## config.mk

```make
export PLATFORM = sky130hd
export DESIGN_NAME = ms_section_collector
export DESIGN_NICKNAME = d
export VERILOG_FILES = /design/src/rtl/ms_section_collector.sv
export SDC_FILE = /design/constraint.sdc
export NUM_CORES = 1
export LEC_CHECK = 0
export ABC_CLOCK_PERIOD_IN_PS = 5440
export BUFFER_PORTS_ARGS = -buffer_cell sky130_fd_sc_hd__buf_2
export CAP_MARGIN = 20
export CORE_MARGIN = 4
export CORE_UTILIZATION = 31
export DETAILED_ROUTE_END_ITERATION = 8
export GPL_ROUTABILITY_DRIVEN = 0
export MAX_ROUTING_LAYER = met4
export REMOVE_ABC_BUFFERS = 1
export SLEW_MARGIN = 20
export SYNTH_ARGS = -nofsm -noshare
export SYNTH_HDL_FRONTEND = slang
export SYNTH_SLANG_ARGS = --single-unit
```

## constraint.sdc

```tcl
create_clock -name clk -period 5.44 [get_ports clk]
set_clock_uncertainty 0.1 [all_clocks]
set_input_delay 1.36 -clock clk [delete_from_list [all_inputs] [get_ports clk]]
set_output_delay 1.36 -clock clk [all_outputs]
set_load 0.1 [all_outputs]
```

## src/rtl/ms_section_collector.sv

```systemverilog
// Polls NUM_CH slave channels one per cycle, folds the synced samples by sum or
// signed max, and publishes the result on a valid/ready master port and a shared variable.
//
// state     | meaning
// ----------+---------------------------------------------------------------
// SECTION_A | sweep: visit channel ch_idx, fold its sample in if its sync is set
// SECTION_B | publish: copy the accumulated value to m_out and s_out, raise valid
// SECTION_C | emit: hold m_out/valid until the consumer takes the result
module ms_section_collector #(
    parameter int DATA_W = 32,
    parameter int NUM_CH = 4,
    parameter int CH_W   = $clog2(NUM_CH)
) (
    input  logic                     clk,
    input  logic                     rst,
    input  logic [NUM_CH*DATA_W-1:0] s_in,
    input  logic [NUM_CH-1:0]        s_in_sync,
    input  logic                     mode_in,
    output logic [DATA_W-1:0]        m_out,
    output logic                     m_out_valid,
    input  logic                     m_out_ready,
    output logic [DATA_W-1:0]        s_out,
    output logic [1:0]               section_out,
    output logic [CH_W-1:0]          ch_idx_out
);

    localparam int HIT_W = $clog2(NUM_CH + 1);

    typedef enum logic [1:0] {
        SECTION_A = 2'd0,
        SECTION_B = 2'd1,
        SECTION_C = 2'd2
    } section_t;

    section_t          section_q, section_d;
    logic [CH_W-1:0]   ch_idx_q, ch_idx_d;
    logic [DATA_W-1:0] val_q, val_d;
    logic [HIT_W-1:0]  hit_cnt_q, hit_cnt_d;
    logic              mode_lat_q, mode_lat_d;
    logic [DATA_W-1:0] s_out_q, s_out_d;
    logic [DATA_W-1:0] m_out_q, m_out_d;
    logic              m_out_valid_q, m_out_valid_d;

    logic [DATA_W-1:0] ch_data [NUM_CH];
    logic [DATA_W-1:0] sample;
    logic [DATA_W-1:0] combined;
    logic [HIT_W-1:0]  hit_next;
    logic              mode_eff;
    logic              last_ch;

    for (genvar k = 0; k < NUM_CH; k++) begin : g_unpack
        assign ch_data[k] = s_in[k*DATA_W +: DATA_W];
    end

    assign sample   = ch_data[ch_idx_q];
    assign last_ch  = (ch_idx_q == CH_W'(NUM_CH - 1));
    // Channel 0 uses mode_in directly since the latch only updates on that same edge.
    assign mode_eff = (ch_idx_q == '0) ? mode_in : mode_lat_q;

    always_comb begin
        combined = val_q + sample;
        if (mode_eff) begin
            combined = ($signed(sample) > $signed(val_q)) ? sample : val_q;
        end
    end

    always_comb begin
        section_d     = section_q;
        ch_idx_d      = ch_idx_q;
        val_d         = val_q;
        hit_cnt_d     = hit_cnt_q;
        mode_lat_d    = mode_lat_q;
        s_out_d       = s_out_q;
        m_out_d       = m_out_q;
        m_out_valid_d = m_out_valid_q;
        hit_next      = hit_cnt_q;

        case (section_q)
            SECTION_A: begin
                if (ch_idx_q == '0) begin
                    mode_lat_d = mode_in;
                end
                if (s_in_sync[ch_idx_q]) begin
                    val_d    = (hit_cnt_q == '0) ? sample : combined;
                    hit_next = HIT_W'(hit_cnt_q + 1'b1);
                end
                hit_cnt_d = hit_next;
                if (last_ch) begin
                    ch_idx_d = '0;
                    if (hit_next != '0) begin
                        section_d = SECTION_B;
                    end
                end else begin
                    ch_idx_d = CH_W'(ch_idx_q + 1'b1);
                end
            end
            SECTION_B: begin
                s_out_d       = val_q;
                m_out_d       = val_q;
                m_out_valid_d = 1'b1;
                section_d     = SECTION_C;
            end
            SECTION_C: begin
                if (m_out_ready) begin
                    m_out_valid_d = 1'b0;
                    section_d     = SECTION_A;
                    ch_idx_d      = '0;
                    val_d         = '0;
                    hit_cnt_d     = '0;
                end
            end
            default: begin
                section_d = SECTION_A;
            end
        endcase
    end

    always_ff @(posedge clk or posedge rst) begin
        if (rst) begin
            section_q     <= SECTION_A;
            ch_idx_q      <= '0;
            val_q         <= '0;
            hit_cnt_q     <= '0;
            mode_lat_q    <= 1'b0;
            s_out_q       <= '0;
            m_out_q       <= '0;
            m_out_valid_q <= 1'b0;
        end else begin
            section_q     <= section_d;
            ch_idx_q      <= ch_idx_d;
            val_q         <= val_d;
            hit_cnt_q     <= hit_cnt_d;
            mode_lat_q    <= mode_lat_d;
            s_out_q       <= s_out_d;
            m_out_q       <= m_out_d;
            m_out_valid_q <= m_out_valid_d;
        end
    end

    assign m_out       = m_out_q;
    assign m_out_valid = m_out_valid_q;
    assign s_out       = s_out_q;
    assign section_out = section_q;
    assign ch_idx_out  = ch_idx_q;

endmodule

```

==> metrics.md <==
| Metric | Value |
|---|---|
| Vias in the first global route | 5552 |
| Flip-flop and latch area | 1830 sq um |
| Rows | 54 |
| Port buffer count | 204 |
| Worst-Skew Late Latency | 0.35 ns |
| Slew Limit Fails | 0 |
| Initial Util | 31.7% |
| Final cell count without fillers | 1166 |
| Unique masters post-synth | 68 |
| Worst-path fanout max | 50 |
| Setup CP Type | in -> reg |
| Vias per cell | 4.98 |
| Clock sinks | 73 |
| Number of CTS-inserted buffers | 9 |
| Flops & latches, synth | 73 |
| Htree depth | 3 |
| Placed Instance Area | 8020 sq um |
| Final ANT Viol Nets | 0 |
| Nets@finish | 1096 |
| Fmax achieved | 216 MHz |
| Initial antenna violation count | 0 |
| Iteration-0 DRC Markers | 241 |
| Final min period | 4.63 ns |
| Post-DP HPWL | 13900 um |
| Status | complete, no violations |
| Largest net degree at the start of global routing | 57 |
| Crit. End Element | flop |
| CTS max path bufs | 2 |
| Max Cap Viol | 0 |
| Die span in x | 158 um |
| Slew headroom | 25.8% |
| Tcrit/Tclk final | 85.1% |
| # setup viols final | 0 |
| CTS resizes | 0 |
| First-pass GRT wire length | 28400 um |
| WL per Instance | 15.3 um |
| Post-CTS setup buffer count | 0 |
| Startpoint types | input port |
| Gr ovfl total | 0 |
| Final hold vios | 0 |
| Final instance area | 8340 sq um |
| Synthesized area | 6960 sq um |
| Root buf cell | clkbuf_16 |
| Tot GR Track Use | 14.8% |
| Placeable core region | 22000 sq um |
| Post-synthesis sequential area ratio | 26.3% |
| # diodes | 0 |
| Worst-margin pin slew | 1.11 ns |
| Synth async-reset ratio | 100% |
| Filler cells | 2222 |
| DIE AREA | 24900 sq um |
| Critical path required time | 5.58 ns |
| EDFF count, synth | 0 |
| Commonest non-fill, non-tap cell in the layout | buf_2 |
| Cts hold-fix bufs | 0 |
| Synth Instances | 723 |
| Crit path DAT | 4.77 ns |
| DP Cell Count | 1149 |
| # DRC | 0 |
| Yosys Warn Count | 0 |
| Synth Flop Type | dfrtp_1 |
| Synth Area per Inst | 9.62 sq um |
| RSZ-0062 raised after global routing | false |
| Commonest non-fill, non-tap cells in the layout | 204 x buf_2, 78 x ha_1, 71 x dfrtp_1 |
| Hold slack | 0.408 ns |
| # IOs | 205 |
| CTS tree | yes |
| WL final | 17900 um |
| Pre-Repair DR Iteration Count | 4 |
| Clock-pin slew on the worst setup and hold paths | 0.06 ns |
| HP Class | reg -> reg |
| Vias | 5808 |
| Die Height | 158 um |
| Synth-to-layout area growth | 19.9% |
| Multi-input gate area | 4530 sq um |
| Layout cells sized above 1 | 36.7% |
-- critical path, cell delays in order --
cell and delay, ns:
buf_2 0.09, mux4_2 0.50, ha_1 0.46, nand4_1 0.16, or2_1 0.27, nor3_2 0.23, nand2_1 0.11, a21oi_1 0.17
nor4_1 0.08, nand3b_1 0.18, a311o_2 0.43, buf_4 0.32, o41ai_2 0.40
-- through the flow --
stage	util (%)	setup WS (ns)	setup TNS, ns
CTS	37.9	0.757	0
detailed placement	36.5	0.413	0
floorplan	-	-0.671	-17.00
global placement	36.5	0.493	0
finish	38.0	0.808	0
global route	38.0	0.550	0
-- flip-flops by register name (all words and copies together), names as in the netlist --
| register | cells |
|---|---|
| val_q | 32 |
| ch_idx_out | 2 |
| hit_cnt_q | 3 |
| m_out_valid | 1 |
| section_out | 2 |
| mode_lat_q | 1 |
| m_out | 32 |
-- cell families (layout without fill, tap and decap cells) --
group,count (synthesis),after routing,share of synthesized area (%)
AOI/OAI and AO/OA,167,167,17.8
DFF,73,73,26.3
xor gates and xnor gates,25,25,3.15
and+or+nand+nor,182,182,12.9
buffers and inverters,126,289,8.89
adders and majority gates,79,79,14.3
muxes,71,71,16.7
-- layer usage --
layer	GRT usage [%]	up-vias	routed length [um]
met5	-	-	0
met4	4.63	0	322
met3	2.32	21	876
met2	22.8	142	8190
met1	20.2	2763	8470
li1	-	2882	-
-- final timing paths --
| check | start | endpoint | slack, ns | depth (start not counted) |
|---|---|---|---|---|
| max | s_in[120] | val_q[14] | 0.81 | 13 |
| min | val_q[31] | val_q[31] | 0.41 | 2 |
| max reg2reg | ch_idx_out[0] | val_q[14] | 0.94 | 13 |
| min reg2reg | val_q[31] | val_q[31] | 0.41 | 2 |
| max in group asynchronous | rst | m_out[11] | 3.33 | 3 |
| min in group asynchronous | rst | m_out_valid | 1.02 | 2 |
-- area by class of cell --
type | count | share of cell area, %
inverters | 60 | 2.72
multi-input cells | 524 | 54.3
repair buffers | 213 | 13.4
well taps | 280 | 4.20
clock inverters | 3 | 0.480
flip-flops and latches | 73 | 21.9
clock buffers | 13 | 3.00
-- synth_stat cells (16+ instances only) --
library cell,n,area (sq um)
buf_4,34,255
ha_1,78,976
o21ai_0,21,105
inv_1,57,214
o31ai_1,19,143
nor2_1,58,218
dfrtp_1,73,1830
xnor2_1,20,175
clkbuf_1,17,63.8
mux2_2,34,383
nand2_1,45,169
a21oi_1,55,275
nor2b_1,16,100
mux4_2,32,721
Power is not shown: default switching activity piles up to over one toggle a cycle in this logic, so the estimate is an artifact.
